## src/rtl/sequential_updown_counter.sv

```systemverilog
// Prescaled up/down counter with wrap/saturate/one-shot terminal handling.
// Optional status overlay on io_out[15:14] when SEQ_STATUS_EN is defined.
//
// state | meaning
// RUN   | counting: prescaler advances and ticks step the counter while en=1
// DONE  | one-shot terminal reached: counter and prescaler frozen until load/rst
module sequential_updown_counter #(
   parameter int CTR_WIDTH = 16,
   parameter int PRESCALE  = 10
) (
   input  logic        clk,
   input  logic [15:0] io_in,
   output logic [15:0] io_out,
   output logic [15:0] io_oeb
);

   localparam int PW = (PRESCALE > 0) ? PRESCALE : 1;
   localparam logic [CTR_WIDTH-1:0] CTR_MAX = '1;

   typedef enum logic {
      RUN  = 1'b0,
      DONE = 1'b1
   } state_t;

   state_t                 state_q, state_d;
   logic [CTR_WIDTH-1:0]   ctr_q, ctr_d;
   logic [PW-1:0]          pre_q, pre_d;
   logic                   tc_q, tc_d;

   logic                   rst, en, dir, sat, load, oneshot;
   logic [CTR_WIDTH-1:0]   load_val;
   logic [PW-1:0]          pre_inc;
   logic                   tick, term;
   logic [1:0]             unused_io;

   assign rst       = io_in[0];
   assign en        = io_in[1];
   assign dir       = io_in[2];
   assign sat       = io_in[3];
   assign load      = io_in[4];
   assign oneshot   = io_in[5];
   assign unused_io = io_in[7:6];
   assign load_val  = CTR_WIDTH'(io_in[15:8]);

   // With no prescaler every enabled cycle is a tick and pre_q stays at zero.
   assign pre_inc = (PRESCALE == 0) ? '0 : pre_q + 1'b1;
   assign tick    = (PRESCALE == 0) ? 1'b1 : (pre_q == '1);
   assign term    = dir ? (ctr_q == '0) : (ctr_q == CTR_MAX);

   always_comb begin
      ctr_d   = ctr_q;
      pre_d   = pre_q;
      tc_d    = tc_q;
      state_d = state_q;
      if (load) begin
         ctr_d   = load_val;
         pre_d   = '0;
         tc_d    = 1'b0;
         state_d = RUN;
      end else if (en && (state_q == RUN)) begin
         pre_d = pre_inc;
         if (tick) begin
            if (term) begin
               tc_d = 1'b1;
               if (oneshot) begin
                  state_d = DONE;
               end else if (!sat) begin
                  ctr_d = dir ? CTR_MAX : '0;
               end
            end else begin
               ctr_d = dir ? (ctr_q - 1'b1) : (ctr_q + 1'b1);
            end
         end
      end
   end

   always_ff @(posedge clk) begin
      if (rst) begin
         ctr_q   <= '0;
         pre_q   <= '0;
         tc_q    <= 1'b0;
         state_q <= RUN;
      end else begin
         ctr_q   <= ctr_d;
         pre_q   <= pre_d;
         tc_q    <= tc_d;
         state_q <= state_d;
      end
   end

   assign io_oeb = 16'hFFFF;

`ifdef SEQ_STATUS_EN
   logic [15:0] ctr_ext;
   assign ctr_ext = 16'(ctr_q);
   assign io_out  = {tc_q, (state_q == DONE), ctr_ext[13:0]};
`else
   logic unused_tc;
   assign unused_tc = tc_q;
   assign io_out    = 16'(ctr_q);
`endif

endmodule
```

## config.mk

```make
export PLATFORM = sky130hd
export DESIGN_NAME = sequential_updown_counter
export DESIGN_NICKNAME = d
export VERILOG_FILES = /design/src/rtl/sequential_updown_counter.sv
export SDC_FILE = /design/constraint.sdc
export NUM_CORES = 1
export LEC_CHECK = 0
export CAP_MARGIN = 20
export CORE_MARGIN = 2
export CORE_UTILIZATION = 55
export DETAILED_ROUTE_END_ITERATION = 12
export PLACE_DENSITY = 0.85
export SLEW_MARGIN = 10
export SYNTH_ARGS = -nofsm -noshare
export SYNTH_HDL_FRONTEND = slang
export SYNTH_SLANG_ARGS = --single-unit
```

## constraint.sdc

```tcl
create_clock -name clk -period 5.7 [get_ports clk]
set_input_delay 0.855 -clock clk [delete_from_list [all_inputs] [get_ports clk]]
set_output_delay 0.855 -clock clk [all_outputs]
set_load 0.02 [all_outputs]
```

==> results_dict.tcl <==
set metrics [dict create \
    synthArstFlopShare_pct 0 \
    grt_use_total_pct 24.2 \
    post_cts_buffers 0 \
    num_io_pins 49 \
    finalCriticalPeriod_ns 3.72 \
    first_iter_violations 86 \
    rsz0062_at_grt "no" \
    clk_pin_slew_worst_paths_ns 0.09 \
    cp-end-kind "flop" \
    yosysWarnings 0 \
    die_h_um 66.8 \
    ant_nets 0 \
    grt-ovfl-total 0 \
    worstSetupPathType "in2reg" \
    insertion_delay_ns 0.27 \
    initial_core_util_pct 58.4 \
    die_w_um 66.8 \
    cts_tree "built" \
    diodes 0 \
    wl_um 5100 \
    gp_congestion 0.929 \
    wl_per_cell_um 14.7 \
    final_cell_mix "nor2_1, clkdlybuf4s50_1, dfxtp_1" \
    rows 22 \
    r2r_slack_ns 3.12 \
    startpoint "io_in[2]" \
    setup_slack_ns 1.98 \
    first_global_vias 1896 \
    pre_cts_ws_ns 1.72 \
    regToRegStartpoint "io_out[0]" \
    min_path_type "reg2reg" \
    slew_violations 0 \
    viasPerCell 5.94 \
    final_layout_size_suffix_gt1_share_pct 5.35 \
    final_common_cell "nor2_1" \
    ys_seq_area_share_pct 24.9 \
    worstReg2RegEnd "io_out[7]" \
    r2r_cells 7 \
    clock_skew_ns 0.00260 \
    cp-start-kind "input pin" \
    utilization_pct 66.3 \
    powerDensity_nw_per_um2 172 \
    syn_inst 277 \
    place_hpwl_um 3830 \
    ys_types 53 \
    root_buffer "clkbuf_8" \
    grt_antenna_before_repair 0 \
    nNetsFinal 333 \
    htreeDepth 1 \
    fillerInstances 354 \
    synthFlopType "dfxtp_1" \
    ctsHoldBuffers 0 \
    tns_ns 0 \
    path_max_fanout 18 \
    synth-seq-cells 27 \
    status "complete, no violations" \
    tightest_slew_ns 0.974 \
    grt_pass1_wl_um 8230 \
    fp.dieArea_sq_um 4460 \
    clock_sinks 27 \
    irDropWorstVdd_mv 0.123 \
    num_vias 2062 \
    synth.avg_cell_area_sq_um 7.83 \
    setup_viol 0 \
    maxCapViolations 0 \
    grt_max_degree 19 \
    cts_buffers 3 \
    fmaxAchievable_ghz 0.269 \
    cp_data_required_time_ns 5.87 \
    synth-edff-count 0 \
    hold_violations 0 \
    firstDrtPassIters 4 \
    fin_area_sq_um 2460 \
    cp-endpoint "io_out[14]" \
    post_cts_resized 0 \
    area.growth.synth_to_final_pct 13.7 \
    place_area_sq_um 2420 \
    route.detailed.drc 0 \
    power_leakage_uw 0.00106 \
    io_buffer_count 30 \
    arrival_ns 3.89 \
    period_share_pct 65.3 \
    core_sq_um 3720 \
    cts.path.max_buffers 2 \
    maxSlewHeadroom_pct 34.8 \
    syn-cell-area_sq_um 2170 \
]
[cell type report]
cell class / instances / area [sq um] / share of cell area (%)
clock buffer: 3 / 41.3 / 1.68
inverter: 5 / 18.8 / 0.761
tap: 48 / 60.1 / 2.44
sequential: 27 / 541 / 21.9
timing repair buffer: 30 / 300 / 12.2
multi-input combinational: 233 / 1500 / 60.8
clock inverter: 1 / 5.00 / 0.203
[routing by layer]
layer	part of all wire, %	wire, um	up-vias	global-route usage [%]
met4	2.0	104	0	8.42
met2	48	2430	69	43.0
met1	45	2320	960	29.0
li1	-	-	1020	-
met5	0	0	-	0
met3	4.9	251	13	4.22
[flip-flops by register name, indices dropped and copies added, names as in the netlist]
signal   cells
pre_q       10
state_q      1
io_out      16
[how the worst min path moves through the flow]
stage / cells past startpoint / slack [ns] / endpoint / start
floorplan: 2 / 0.44 / state_q / state_q
global placement: 2 / 0.47 / state_q / state_q
detailed placement: 2 / 0.50 / state_q / state_q
CTS: 2 / 0.52 / state_q / state_q
global route: 2 / 0.54 / state_q / state_q
finish: 2 / 0.51 / state_q / state_q
[cells by family (layout without fill, tap and decap cells)]
kind of cell	after synthesis	count (layout)	share of synthesized area, %
buffers and inverters	32	39	8.54
flip-flops	27	27	24.9
AND/OR/NAND/NOR	94	94	21.2
adder cells (fa/ha/maj)	16	16	9.58
multiplexers	3	3	1.50
XOR/XNOR	21	21	8.48
other	1	16	0.173
AO/OA/AOI/OAI	83	83	25.6
[cells in the mapped netlist (2+ instances only)]
library cell	n	area share (%)
or3_1	3	0.87
a21o_1	5	1.7
inv_1	5	0.87
o22ai_1	2	0.58
ha_1	15	8.7
buf_4	17	5.9
nor2_1	34	5.9
nor4_1	2	0.58
o21ai_0	16	3.7
a211o_1	2	0.81
mux2_2	2	1.0
o211ai_1	3	1.0
nand2_1	23	4.0
nand4_1	6	1.7
dfxtp_1	27	25
xor2_1	11	4.4
clkbuf_1	9	1.6
nor3_1	3	0.69
a31oi_1	6	1.7
o221a_2	2	1.0
or2_2	2	0.58
and3_1	6	1.7
xnor2_1	10	4.0
nor2b_1	2	0.58
a21oi_1	26	6.0
o21a_1	4	1.4
a211oi_1	2	0.69
nand3_1	6	1.4
o31ai_1	2	0.69
[power by group]
group / leakage [uW] / internal [uW] / total (uW) / switching, uW
Sequential: 0.000219 / 193 / 200 / 7.77
Clock: 0.0000255 / 49.0 / 109 / 59.6
Combinational: 0.000815 / 49.2 / 115 / 65.5
[critical path, stage by stage]
cell	delay, ns
clkdlybuf4s50_1	0.82
fa_1	0.66
a211oi_1	0.39
o211ai_1	0.15
nand2_1	0.15
o21ai_0	0.16
a311oi_1	0.35
xnor2_1	0.10
o221a_2	0.25
[metrics by stage]
step / cells / hold WS (ns) / total power, uW
6_report: 347 / 0.510 / 424
5_1_grt: 347 / 0.544 / 444
4_1_cts: 347 / 0.521 / 424
3_5_place_dp: 343 / 0.499 / 318
3_3_place_gp: 343 / 0.468 / 316
2_1_floorplan: 292 / 0.437 / 292
Note: power is estimated with default switching activity, not from simulation.
